===== config.mk =====
export PLATFORM = sky130hd
export DESIGN_NAME = regfile_wb_arbiter
export DESIGN_NICKNAME = d
export VERILOG_FILES = /design/src/rtl/regfile_wb_arbiter.sv
export SDC_FILE = /design/constraint.sdc
export NUM_CORES = 1
export LEC_CHECK = 0
export CORE_MARGIN = 3
export CORE_UTILIZATION = 45
export CTS_BUF_LIST = sky130_fd_sc_hd__clkbuf_4 sky130_fd_sc_hd__clkbuf_8
export CTS_CLUSTER_SIZE = 24
export DETAILED_ROUTE_END_ITERATION = 16
export PLACE_DENSITY = 0.8
export SLEW_MARGIN = 0
export SYNTH_ARGS = -nofsm -noshare
export SYNTH_HDL_FRONTEND = slang
export SYNTH_SLANG_ARGS = --single-unit

===== constraint.sdc =====
create_clock -name clk -period 2.86 [get_ports clk]
set_clock_uncertainty 0.15 [all_clocks]
set_input_delay 0.572 -clock clk [delete_from_list [all_inputs] [get_ports clk]]
set_output_delay 0.572 -clock clk [all_outputs]
set_load 0.05 [all_outputs]

===== src/rtl/regfile_wb_arbiter.sv =====
// Arbitrates the register-file write port between pipeline writeback and a
// FIFO of completed mul/div results, and tracks busy destinations for the
// hazard unit.
module regfile_wb_arbiter #(
  parameter int unsigned FIFO_DEPTH = 2
) (
  input  logic        clk,
  input  logic        reset,
  input  logic        pipe_reg_write,
  input  logic [4:0]  pipe_rd,
  input  logic [31:0] pipe_data,
  input  logic        md_issue,
  input  logic [4:0]  md_issue_rd,
  input  logic        md_valid,
  input  logic [4:0]  md_rd,
  input  logic [31:0] md_data,
  output logic        md_ready,
  input  logic [4:0]  chk_rs1,
  input  logic [4:0]  chk_rs2,
  input  logic [4:0]  chk_rd,
  output logic        sb_stall,
  output logic        wb_reg_write,
  output logic [4:0]  wb_rd,
  output logic [31:0] wb_data
);

  localparam int unsigned PTR_W = $clog2(FIFO_DEPTH);
  localparam int unsigned CNT_W = PTR_W + 1;

  logic [4:0]       fifo_rd   [FIFO_DEPTH];
  logic [31:0]      fifo_data [FIFO_DEPTH];
  logic [PTR_W-1:0] head;
  logic [PTR_W-1:0] tail;
  logic [CNT_W-1:0] count;
  logic [31:0]      busy;
  logic [31:0]      busy_nxt;

  logic pipe_own;
  logic fifo_pop;
  logic md_accept;
  logic fifo_push;

  // Port ownership, FIFO handshake and push/pop decisions
  always_comb begin
    pipe_own  = pipe_reg_write && (pipe_rd != 5'd0);
    fifo_pop  = reset && !pipe_own && (count != '0);
    md_ready  = reset && (count < CNT_W'(FIFO_DEPTH));
    md_accept = md_valid && md_ready;
    fifo_push = md_accept && (md_rd != 5'd0);
  end

  // Write-port mux: pipeline first, then FIFO head, otherwise idle zeros
  always_comb begin
    wb_reg_write = 1'b0;
    wb_rd        = 5'd0;
    wb_data      = 32'd0;
    if (reset) begin
      if (pipe_own) begin
        wb_reg_write = 1'b1;
        wb_rd        = pipe_rd;
        wb_data      = pipe_data;
      end else if (count != '0) begin
        wb_reg_write = 1'b1;
        wb_rd        = fifo_rd[head];
        wb_data      = fifo_data[head];
      end
    end
  end

  // Result storage; contents are don't-care until pushed
  always_ff @(posedge clk) begin
    if (fifo_push) begin
      fifo_rd[tail]   <= md_rd;
      fifo_data[tail] <= md_data;
    end
  end

  // Pointers and occupancy; power-of-two depth lets the pointers wrap naturally
  always_ff @(posedge clk) begin
    if (!reset) begin
      head  <= '0;
      tail  <= '0;
      count <= '0;
    end else begin
      if (fifo_push) tail <= tail + PTR_W'(1);
      if (fifo_pop)  head <= head + PTR_W'(1);
      count <= count + CNT_W'(fifo_push) - CNT_W'(fifo_pop);
    end
  end

  // Scoreboard update: clear on write-back of a buffered result, set on issue (set wins)
  always_comb begin
    busy_nxt = busy;
    if (fifo_pop) busy_nxt[fifo_rd[head]] = 1'b0;
    if (md_issue && (md_issue_rd != 5'd0)) busy_nxt[md_issue_rd] = 1'b1;
    busy_nxt[0] = 1'b0;
  end

  // Scoreboard register
  always_ff @(posedge clk) begin
    if (!reset) busy <= '0;
    else        busy <= busy_nxt;
  end

  // Stall decode when any checked register awaits a mul/div result
  always_comb begin
    sb_stall = reset && (busy[chk_rs1] || busy[chk_rs2] || busy[chk_rd]);
  end

endmodule

==> summary.txt <==
Outcome
  • Result of the run: complete, but fails checks
  • Failing checks: negative setup slack

Clock tree
  • CTS tree: built
  • Source-to-sink clock delay at the later pin of the worst-skew pair: 0.39 ns
  • Bufs on Longest Clock Path: 2
  • Buffer type at the clock tree root: sky130_fd_sc_hd__clkbuf_8
  • Clock Sinks: between 100 and 150
  • Clock transition time at the flip-flop clock pins of the worst setup and hold paths: 0.11 ns
  • Clock H-tree levels: 3
  • Inserted Clock Buffers: 9

Routing
  • Post-DR wirelength/cell: about 24 microns
  • Total Wirelength: roughly 20,000 microns
  • Number of violations reported at the end of detailed-routing iteration 0: about 570
  • Count of unresolved DRC violations after routing: 0
  • Number of nets with antenna violations after detailed routing: 0
  • DR vias/cell: 6.205
  • Number of detailed-routing iterations run before antenna repair: 7
  • Via count: just over 5,000

Global routing
  • Pin count of the biggest net entering global routing: 38
  • Total congestion overflow: 0
  • First-pass GRT wire length: 29,290 microns
  • Vias in the first global route: roughly 5,400
  • Number of antenna violations at the first check in global routing: 0
  • Global router's overall resource usage: 0.2672

Timing
  • Total negative slack for setup checks: -2.778 ns
  • Max-slew violation count: 0
  • Worst-case headroom to the max-slew limit: 0.2244
  • Final critical-path share of the clock period: 1.050
  • Final critical path time including I/O delays and setup: about 3 ns
  • Setup repair after global routing missed its margin: true
  • Setup violation total in the final timing report: 38
  • Achievable clock frequency: about 0.33 GHz
  • Actual transition at the worst max-transition pin: 1.161 ns
  • PnR worst setup slack: -0.1422 ns
  • Endpoints failing hold: 0

Place
  • Number of buffers added on ports: between 100 and 150
  • Post-placement cell area: ~8000 sq um
  • Post-Place Worst Slack: -0.6803 ns
  • Placed wire-length estimate: between 10,000 and 15,000 microns
  • Routability cong.: ~0.93
  • Cells after DPL: about 800

Synth
  • Gate count after technology mapping: between 500 and 600
  • Most used standard cells in the synthesized netlist: sky130_fd_sc_hd__edfxtp_1 (74), sky130_fd_sc_hd__a21oi_1 (71), sky130_fd_sc_hd__nor2_1 (54)
  • Fraction of synthesized cell area taken by the top area cell type: 0.3974
  • Synth Warn #: 0
  • Mean instance size in the synthesized netlist: about 11 sq um
  • Netlist cell types: 40
  • Most common cell in the netlist: sky130_fd_sc_hd__edfxtp_1
  • Number of storage elements in the synthesis netlist: between 100 and 150
  • Number of enable flip-flop cells after synthesis: 74
  • Synth top area cells: sky130_fd_sc_hd__edfxtp_1 (40%), sky130_fd_sc_hd__dfxtp_1 (13%), sky130_fd_sc_hd__mux2i_1 (8.2%)
  • Post-Syn Nets: roughly 600
  • Async set-reset flop share out of synthesis: 0
  • Fraction of the yosys area taken by sequential cells: 0.5263
  • Most frequently used flop master after synthesis: sky130_fd_sc_hd__edfxtp_1
  • Yosys top cell by area: sky130_fd_sc_hd__edfxtp_1
  • Netlist area before placement: about 5600 sq um

Critical path
  • Destination of the critical timing path: wb_data[16]
  • Worst Path Max Fanout: 6
  • Data arrival, critical path: roughly 2.3 ns
  • Worst Path Required: around 2.1 ns
  • Critical Path Start: pipe_rd[1]
  • Path depth of the worst reg2reg path: 8
  • Setup slack of the most critical reg-to-reg path: roughly 0.51 ns
  • Crit end category: primary output
  • FF-to-FF End: count[1]$_SDFF_PN0_
  • Worst Setup Path Type: in2out
  • Startpoint of the worst-slack reg-to-reg timing path: count[0]$_SDFF_PN0_
  • Startpoint type of the worst setup path: input port

Power and ir drop
  • Sequential fraction of design power: 0.400
  • Standby leakage power: ~0.0030 uW
  • Share of power burned in combinational logic: 0.365
  • Sw power: 1621 uW
  • Clock share of power: 0.235
  • Power per standard cell area: about 510 nW/um^2
  • Internal Dissipation: roughly 3000 uW
  • Worst VDD drop: between 0.0004 and 0.0005 V
  • Sw frac: 0.3514

Hold path
  • Hold path startpoint: busy[7]$_SDFF_PN0_
  • Hold WC Path Type: reg2reg

Floorplanning
  • Horiz. Die Dim: 117.5 microns
  • Die height: between 100 and 150 microns
  • Core region area: 12,060 sq um
  • Placement Rows: 40
  • Floorplan die area: ~14,000 sq um
  • IO Pins: approximately 140
  • Starting density of the core: 0.4636

Finish
  • N_diodes: 0
  • Fin nets: ~760
  • Cell area after layout: slightly above 9000 sq um
  • Area grow syn2layout: 63.24%
  • Post-route insts no fill: approximately 830
  • Fraction of final layout cells sized beyond drive strength 1: 0.4099
  • Utilization of the core after routing: 0.7567
  • Number of filler instances in the final layout: 650

Job
  • Maximum Capacitance Violations: 0
## registers in the layout (all words and copies together), names as in the netlist, named ones only
signal     cells
count          2
fifo_rd       10
fifo_data     64
busy          31
head           1
tail           1
## routing by layer
layer | routed length (microns) | track usage | share of wire | up-vias
met4 | 671 | 0.09670 | 0.033 | 0
li1 | - | - | - | 2220
met3 | 2114 | 0.07256 | 0.10 | 64
met2 | 10490 | 0.4624 | 0.51 | 372
met1 | 7136 | 0.3215 | 0.35 | 2519
met5 | 0 | 0 | 0 | -
## per-stage QoR
step	total power (uW)	hold slack, ns
2_1_floorplan	2585	0.3185
3_3_place_gp	3115	0.3329
3_5_place_dp	3146	0.3499
4_1_cts	4424	0.3644
5_1_grt	4748	0.3950
6_report	4612	0.3727
## cells in the final DEF (no fill, tap or decap), types with 15 or more instances in the layout
cell type,instances
sky130_fd_sc_hd__clkdlybuf4s50_1,85
sky130_fd_sc_hd__edfxtp_1,74
sky130_fd_sc_hd__mux2i_1,45
sky130_fd_sc_hd__buf_12,42
sky130_fd_sc_hd__nor2_4,38
sky130_fd_sc_hd__nand2_1,37
sky130_fd_sc_hd__a21oi_1,35
sky130_fd_sc_hd__o21ai_0,33
sky130_fd_sc_hd__nor3_4,29
sky130_fd_sc_hd__dfxtp_1,24
sky130_fd_sc_hd__buf_4,23
sky130_fd_sc_hd__mux4_2,22
sky130_fd_sc_hd__a21oi_2,21
sky130_fd_sc_hd__a21oi_4,15
sky130_fd_sc_hd__nor2_1,15
## kinds of logic (layout without fill, tap and decap cells)
| group | count (synthesis) | after routing | synth area share |
|---|---|---|---|
| and+or+nand+nor | 157 | 158 | 0.1271 |
| AOI/OAI and AO/OA | 117 | 118 | 0.1128 |
| DFF | 110 | 110 | 0.5263 |
| muxes | 76 | 76 | 0.1904 |
| buffers and inverters | 41 | 199 | 0.03424 |
| xor gates and xnor gates | 3 | 3 | 0.004700 |
| adders and majority gates | 2 | 2 | 0.004475 |
## power by group through the flow
stage          registers, uW  logic (uW)  clock network [uW]
2_1_floorplan           1840         749                   0
3_3_place_gp            1860        1250                   0
5_1_grt                 1850        1750                1150
3_5_place_dp            1870        1280                   0
4_1_cts                 1840        1530                1050
6_report                1850        1680                1080
## final cells by class
type | instances | area, sq um | share of cell area
clock buffer | 10 | 131.4 | 0.01439
clock inverter | 6 | 93.84 | 0.01028
inverter | 5 | 21.27 | 0.002330
multi-input combinational | 357 | 3460 | 0.3790
sequential | 110 | 2960 | 0.3243
tap | 168 | 210.2 | 0.02303
timing repair buffer | 178 | 2251 | 0.2466
## worst min path at each step
stage | depth (start not counted) | slack (ns) | to
2_1_floorplan | 2 | 0.32 | busy[21]$_SDFF_PN0_
3_3_place_gp | 2 | 0.33 | flip-flop
5_1_grt | 2 | 0.40 | busy[23]$_SDFF_PN0_
3_5_place_dp | 2 | 0.35 | flip-flop
6_report | 2 | 0.37 | busy[7]$_SDFF_PN0_
4_1_cts | 2 | 0.36 | head$_SDFFE_PN0P_
## repair_timing
action,in CTS,in global routing
buffers inserted,1,2
setup endpoints to repair,39,38
pin swaps,22,31
resized for setup,169,39
gates cloned,4,4
endpoints found under the hold margin,0,0
hold buffers,0,0
## worst max-delay path: stages
cell	delay, ns
sky130_fd_sc_hd__buf_6	0.09
sky130_fd_sc_hd__or4_4	0.57
sky130_fd_sc_hd__o21a_4	0.30
sky130_fd_sc_hd__buf_16	0.18
sky130_fd_sc_hd__nor3_4	0.23
sky130_fd_sc_hd__a21oi_4	0.08
sky130_fd_sc_hd__nor2_4	0.11
sky130_fd_sc_hd__buf_12	0.14
(Power assumes the default switching activity.)
